==> config.mk <==
export PLATFORM = sky130hd
export DESIGN_NAME = gray_step_tracker
export DESIGN_NICKNAME = d
export VERILOG_FILES = /design/src/rtl/gray_pkg.sv /design/src/rtl/gray_to_bin_3bit.sv /design/src/rtl/gray_step_tracker.sv
export SDC_FILE = /design/constraint.sdc
export NUM_CORES = 1
export LEC_CHECK = 0
export BUFFER_PORTS_ARGS = -buffer_cell sky130_fd_sc_hd__buf_4
export CORE_UTILIZATION = 38
export CTS_CLUSTER_DIAMETER = 150
export CTS_CLUSTER_SIZE = 24
export DETAILED_ROUTE_END_ITERATION = 8
export SETUP_SLACK_MARGIN = 0.2
export SKIP_LAST_GASP = 1
export SYNTH_ARGS = -nofsm -noshare
export SYNTH_HDL_FRONTEND = slang
export SYNTH_SLANG_ARGS = --single-unit
==> constraint.sdc <==
create_clock -name clk -period 2.7 [get_ports clk]
set_input_delay 0.405 -clock clk [delete_from_list [all_inputs] [get_ports clk]]
set_output_delay 0.405 -clock clk [all_outputs]
set_load 0.005 [all_outputs]
==> src/rtl/gray_pkg.sv <==
// Shared definitions for 3-bit Gray-code consumers.
package gray_pkg;

    localparam int unsigned GRAY_W = 3;

    typedef enum logic {
        INIT  = 1'b0,
        TRACK = 1'b1
    } state_t;

    function automatic logic [GRAY_W-1:0] gray2bin3(input logic [GRAY_W-1:0] g);
        logic [GRAY_W-1:0] b;
        b[2] = g[2];
        b[1] = b[2] ^ g[1];
        b[0] = b[1] ^ g[0];
        return b;
    endfunction

endpackage

==> src/rtl/gray_to_bin_3bit.sv <==
// Purely combinational 3-bit Gray to binary converter.
module gray_to_bin_3bit
    import gray_pkg::*;
(
    input  logic [GRAY_W-1:0] gray,
    output logic [GRAY_W-1:0] bin_c
);

    assign bin_c = gray2bin3(gray);

endmodule

==> src/rtl/gray_step_tracker.sv <==
// Tracks single-step movement of a Gray-coded level, keeping a signed
// running position and a sticky flag for illegal multi-step jumps.
module gray_step_tracker
    import gray_pkg::*;
#(
    parameter int unsigned POS_W = 8
) (
    input  logic                    clk,
    input  logic                    rst_n,
    input  logic                    enable,
    input  logic [GRAY_W-1:0]       gray_in,
    input  logic                    clr_err,
    output logic [GRAY_W-1:0]       level,
    output logic signed [POS_W-1:0] pos,
    output logic                    step_up,
    output logic                    step_dn,
    output logic                    err,
    output logic                    tracking
);

    state_t              state;
    logic [GRAY_W-1:0]   bin_c;
    logic [GRAY_W-1:0]   delta_c;

    gray_to_bin_3bit u_conv (
        .gray  (gray_in),
        .bin_c (bin_c)
    );

    // Modulo-8 distance from the last accepted level.
    assign delta_c = GRAY_W'(bin_c - level);

    always_ff @(posedge clk or negedge rst_n) begin
        if (!rst_n) begin
            state    <= INIT;
            level    <= '0;
            pos      <= '0;
            step_up  <= 1'b0;
            step_dn  <= 1'b0;
            err      <= 1'b0;
            tracking <= 1'b0;
        end else begin
            step_up <= 1'b0;
            step_dn <= 1'b0;
            // Clear first so a same-cycle illegal jump wins.
            if (clr_err) begin
                err <= 1'b0;
            end
            case (state)
                INIT: begin
                    if (enable) begin
                        level    <= bin_c;
                        state    <= TRACK;
                        tracking <= 1'b1;
                    end
                end
                TRACK: begin
                    // Disabled encoder forces 000; re-reference instead of counting it.
                    if (!enable) begin
                        state    <= INIT;
                        tracking <= 1'b0;
                    end else begin
                        case (delta_c)
                            3'd0: begin
                            end
                            3'd1: begin
                                level   <= bin_c;
                                pos     <= pos + POS_W'(1);
                                step_up <= 1'b1;
                            end
                            3'd7: begin
                                level   <= bin_c;
                                pos     <= pos - POS_W'(1);
                                step_dn <= 1'b1;
                            end
                            default: begin
                                level <= bin_c;
                                err   <= 1'b1;
                            end
                        endcase
                    end
                end
                default: begin
                    state    <= INIT;
                    tracking <= 1'b0;
                end
            endcase
        end
    end

endmodule

==> flow_summary.html <==
<table>
<tr><th>Metric</th><th>Value</th></tr>
<tr><th colspan="2">Placed design</th></tr>
<tr><td>GP Congestion</td><td>0.7877</td></tr>
<tr><td>Input/output buffers</td><td>21</td></tr>
<tr><td>HPWL after detailed placement</td><td>1.717 mm</td></tr>
<tr><td>Pre-CTS WS</td><td>-0.5700 ns</td></tr>
<tr><th colspan="2">Synthesis</th></tr>
<tr><td>Biggest area consumer among synthesized cells</td><td>dfrtp_1</td></tr>
<tr><td>Sequential cell area fraction in the yosys report</td><td>0.4020</td></tr>
<tr><td>Flip-flop and latch count after synthesis</td><td>16</td></tr>
<tr><td>Biggest area contributors in the synthesized netlist</td><td>dfrtp_1 (40%), ha_1 (8.8%), xnor3_1 (4.5%)</td></tr>
<tr><td>Number of nets produced by synthesis</td><td>111</td></tr>
<tr><td>Post-synthesis cell count</td><td>95</td></tr>
<tr><td>Count of distinct cell types in the synthesized netlist</td><td>30</td></tr>
<tr><td>Post-Syn Area</td><td>996.0 sq um</td></tr>
<tr><td>Synthesized area per cell</td><td>10.48 sq um</td></tr>
<tr><td>Top cell type's share of synthesized area</td><td>0.4020</td></tr>
<tr><td>YS warnings</td><td>0</td></tr>
<tr><th colspan="2">Run status</th></tr>
<tr><td>Violated checks</td><td>negative setup slack</td></tr>
<tr><td>Outcome</td><td>finished with violations</td></tr>
<tr><th colspan="2">Power</th></tr>
<tr><td>Leakage</td><td>0.0007586 uW</td></tr>
<tr><td>Power density of the placed cells</td><td>973.0 nW/um^2</td></tr>
<tr><td>Peak supply drop</td><td>0.5808 mV</td></tr>
<tr><th colspan="2">Timing</th></tr>
<tr><td>Final number of setup-violating endpoints</td><td>4</td></tr>
<tr><td>Min setup slack post-route</td><td>-0.1729 ns</td></tr>
<tr><td>Remaining max-slew budget at the tightest pin</td><td>0.8029</td></tr>
<tr><td>Worst-case hold slack</td><td>0.2433 ns</td></tr>
<tr><td>Unrepaired setup endpoints after global routing</td><td>yes</td></tr>
<tr><td>Post-layout minimum cycle time</td><td>2.873 ns</td></tr>
<tr><td>Worst Clk Skew</td><td>0.009165 ns</td></tr>
<tr><td>Share of the clock period used by the worst path</td><td>1.064</td></tr>
<tr><td>Pins Over Slew Limit</td><td>0</td></tr>
<tr><td>Final total negative setup slack</td><td>-0.4489 ns</td></tr>
<tr><td>Hold violation total from the final report</td><td>0</td></tr>
<tr><td>Transition time of the tightest slew-check pin</td><td>0.2943 ns</td></tr>
<tr><td>Highest achievable clock rate</td><td>348.1 MHz</td></tr>
<tr><th colspan="2">Drt</th></tr>
<tr><td>Residual DRC</td><td>0</td></tr>
<tr><td>Count of routing violations after the opening detailed-route iteration</td><td>5</td></tr>
<tr><td>Via density per instance</td><td>4.920</td></tr>
<tr><td>Routed wire length per instance</td><td>12.44 microns</td></tr>
<tr><td>Total wire length</td><td>2.190 mm</td></tr>
<tr><td>Routed Antenna Nets</td><td>0</td></tr>
<tr><td>Vias after detailed routing</td><td>866</td></tr>
<tr><td>Detailed-routing iteration count for the pre-antenna-repair pass</td><td>6</td></tr>
<tr><th colspan="2">Die</th></tr>
<tr><td>Floorplan core area</td><td>2477 sq um</td></tr>
<tr><td>Die extent in x</td><td>53.20 microns</td></tr>
<tr><td>Total Die Area</td><td>2830 sq um</td></tr>
<tr><td>Initial cell density of the core</td><td>0.4020</td></tr>
<tr><td>IO Pins</td><td>22</td></tr>
<tr><td>Placement row count</td><td>18</td></tr>
<tr><td>Y dimension of the die</td><td>53.20 microns</td></tr>
<tr><th colspan="2">Critical path</th></tr>
<tr><td>Worst reg2reg path startpoint</td><td>level[1]</td></tr>
<tr><td>Data arrival time of the critical path</td><td>3.09 ns</td></tr>
<tr><td>Cell with the largest stage delay on the worst path</td><td>xnor3_1</td></tr>
<tr><td>Start point of the critical path</td><td>gray_in[0]</td></tr>
<tr><td>Critical Path End Type</td><td>register</td></tr>
<tr><td>Max incr delay on CP</td><td>0.37 ns</td></tr>
<tr><td>Setup Crit Path Kind</td><td>in2reg</td></tr>
<tr><td>Critical-path cell list</td><td>buf_6 -&gt; xnor3_1 -&gt; nand2_1 -&gt; fa_2 -&gt; xnor3_1 -&gt; nand2_2 -&gt; or2_4 -&gt; inv_6 -&gt; ha_4 -&gt; nor2b_1 -&gt; o31a_1 -&gt; o21a_1 -&gt; o21a_1 -&gt; o31ai_2</td></tr>
<tr><td>Startpoint class of the critical path</td><td>input pin</td></tr>
<tr><td>Worst path required time</td><td>2.92 ns</td></tr>
<tr><td>Maximum fanout along the worst path</td><td>5</td></tr>
<tr><th colspan="2">Job</th></tr>
<tr><td>Count of max-cap constraint violations</td><td>0</td></tr>
<tr><th colspan="2">Global routing</th></tr>
<tr><td>Pin count of the biggest net entering global routing</td><td>17</td></tr>
<tr><td>Met3 track demand over resource in global routing</td><td>0.05460</td></tr>
<tr><td>Vias in the first global route</td><td>809</td></tr>
<tr><td>All-layer global routing usage</td><td>0.1808</td></tr>
<tr><td>GRT Max-Usage Layer</td><td>met2</td></tr>
<tr><td>Met1 usage in global routing</td><td>0.2346</td></tr>
<tr><td>Wire length of the first global-routing pass</td><td>3.629 mm</td></tr>
<tr><td>Total congestion overflow after global routing</td><td>0</td></tr>
<tr><td>Antenna violations before repair</td><td>0</td></tr>
<tr><td>Met2 track utilization from global routing</td><td>0.2869</td></tr>
<tr><th colspan="2">Clocking</th></tr>
<tr><td>Clock latency at the later pin of the worst-skew pair</td><td>0.30 ns</td></tr>
<tr><td>Root Buffer Master</td><td>clkbuf_4</td></tr>
<tr><td>Total clock sinks</td><td>16</td></tr>
<tr><td>Max clock buf depth</td><td>2</td></tr>
<tr><td>Clock slew at the register clock pins of the worst setup and hold paths</td><td>0.10 ns</td></tr>
<tr><td>Max H-tree Level</td><td>1</td></tr>
<tr><td>TritonCTS clock tree</td><td>yes</td></tr>
<tr><td>Number of buffers added by the clock tree synthesis step</td><td>3</td></tr>
<tr><th colspan="2">Cells and area</th></tr>
<tr><td>Signed area change from the synthesized netlist to the final layout</td><td>50.63%</td></tr>
<tr><td>Number of antenna repair diodes</td><td>0</td></tr>
<tr><td>Fraction of layout cells with a size suffix above 1</td><td>0.4658</td></tr>
<tr><td>Net total in the final layout</td><td>163</td></tr>
<tr><th colspan="2">Min path</th></tr>
<tr><td>Worst hold path startpoint</td><td>enable</td></tr>
<tr><td>Hold/Removal Path Class</td><td>in2reg</td></tr>
</table>
## layer usage
metal  share of wire  wire length [microns]
met4           0.010                     22
met3           0.047                    103
met1            0.49                   1067
met2            0.46                    997
met5               0                      0
## per-stage QoR
stage                     instances  total power, uW  utilization  area (sq um)
after floorplan                  95            863.7            -          1051
after global placement          167             1230       0.5652          1400
after detailed placement        167             1247       0.5652          1400
after CTS                       175             1442       0.5975          1480
after global routing            176             1588       0.6056          1500
final                           176             1460       0.6056          1500
## cell usage after synthesis, drive strengths merged
library cell and n:
a21o 2, fa 2, nor2b 1, a31oi 1, o21ai 8, nand2 11
nand4 1, dfrtp 16, xnor2 2, nor3 2, o21bai 1, o31a 1
o21a 4, o31ai 1, a211oi 2, a21oi 2, mux2 2, xnor3 2
inv 6, or2 3, ha 7, a211o 3, a311oi 1, buf 1
nor2 6, a41o 1, xor2 5, o32ai 1
## flip-flops by register name (all words and copies together), names as in the netlist
name      count
state         1
tracking      1
err           1
step_dn       1
step_up       1
pos           8
level         3
## cell type report
class	instances	area, sq um
well taps	30	37.54
multi-input cells	72	631.9
flip-flops and latches	16	400.4
fillers	221	977.2
repair buffers	48	366.6
inverters	6	27.53
clock buffers	4	36.28
## worst max-delay path, delay by kind of cell
kind | cells | cell delay [ns]
AO/OA/AOI/OAI | 4 | 0.81
XOR/XNOR | 2 | 0.62
AND/OR/NAND/NOR | 4 | 0.53
adder cells (fa/ha/maj) | 2 | 0.53
buffers and inverters | 2 | 0.18
## cells in the final DEF, fill, tap and decap left out, drive strengths merged, types with 2 or more instances in the layout
master | synthesis | layout
a211o | 3 | 3
a211oi | 2 | 2
a21o | 2 | 2
a21oi | 2 | 2
buf | 1 | 47
clkbuf | 0 | 4
dfrtp | 16 | 16
fa | 2 | 2
ha | 7 | 7
inv | 6 | 6
mux2 | 2 | 2
nand2 | 11 | 11
nor2 | 6 | 6
nor3 | 2 | 2
o21a | 4 | 4
o21ai | 8 | 8
or2 | 3 | 3
xnor2 | 2 | 2
xnor3 | 2 | 2
xor2 | 5 | 5
## where the power goes
part | total [uW] | internal (uW) | switching (uW)
sequential | 390 | 314 | 75.5
clock | 164 | 82.2 | 82.0
combinational | 906 | 530 | 376
total | 1460 | 926 | 533
## path summary, 6_finish.rpt
kind / end / slack, ns / cells after the start
setup reg to reg: pos[6] / 0 / 12
min in group asynchronous: pos[4] / 0.49 / 2
max in group asynchronous: level[1] / 2.02 / 2
hold reg to reg: tracking / 0.49 / 2
setup / recovery: pos[6] / -0.17 / 14
hold / removal: state / 0.24 / 1
## cells by family after synthesis
kind of cell / share of synthesized area
AOI/OAI and AO/OA: 0.2010
and+or+nand+nor: 0.1055
DFF: 0.4020
xor gates and xnor gates: 0.1068
adders and majority gates: 0.1281
buffers and inverters: 0.03392
muxes: 0.02261
## what timing repair did
item / in CTS / in global routing
pin swaps: 6 / 5
setup buffers: 3 / 1
endpoints found under the hold margin: 16 / 0
setup endpoints to repair: 6 / 7
resized for setup: 4 / 5
hold buffers: 1 / 0
Power figures use the tool's default switching activity.
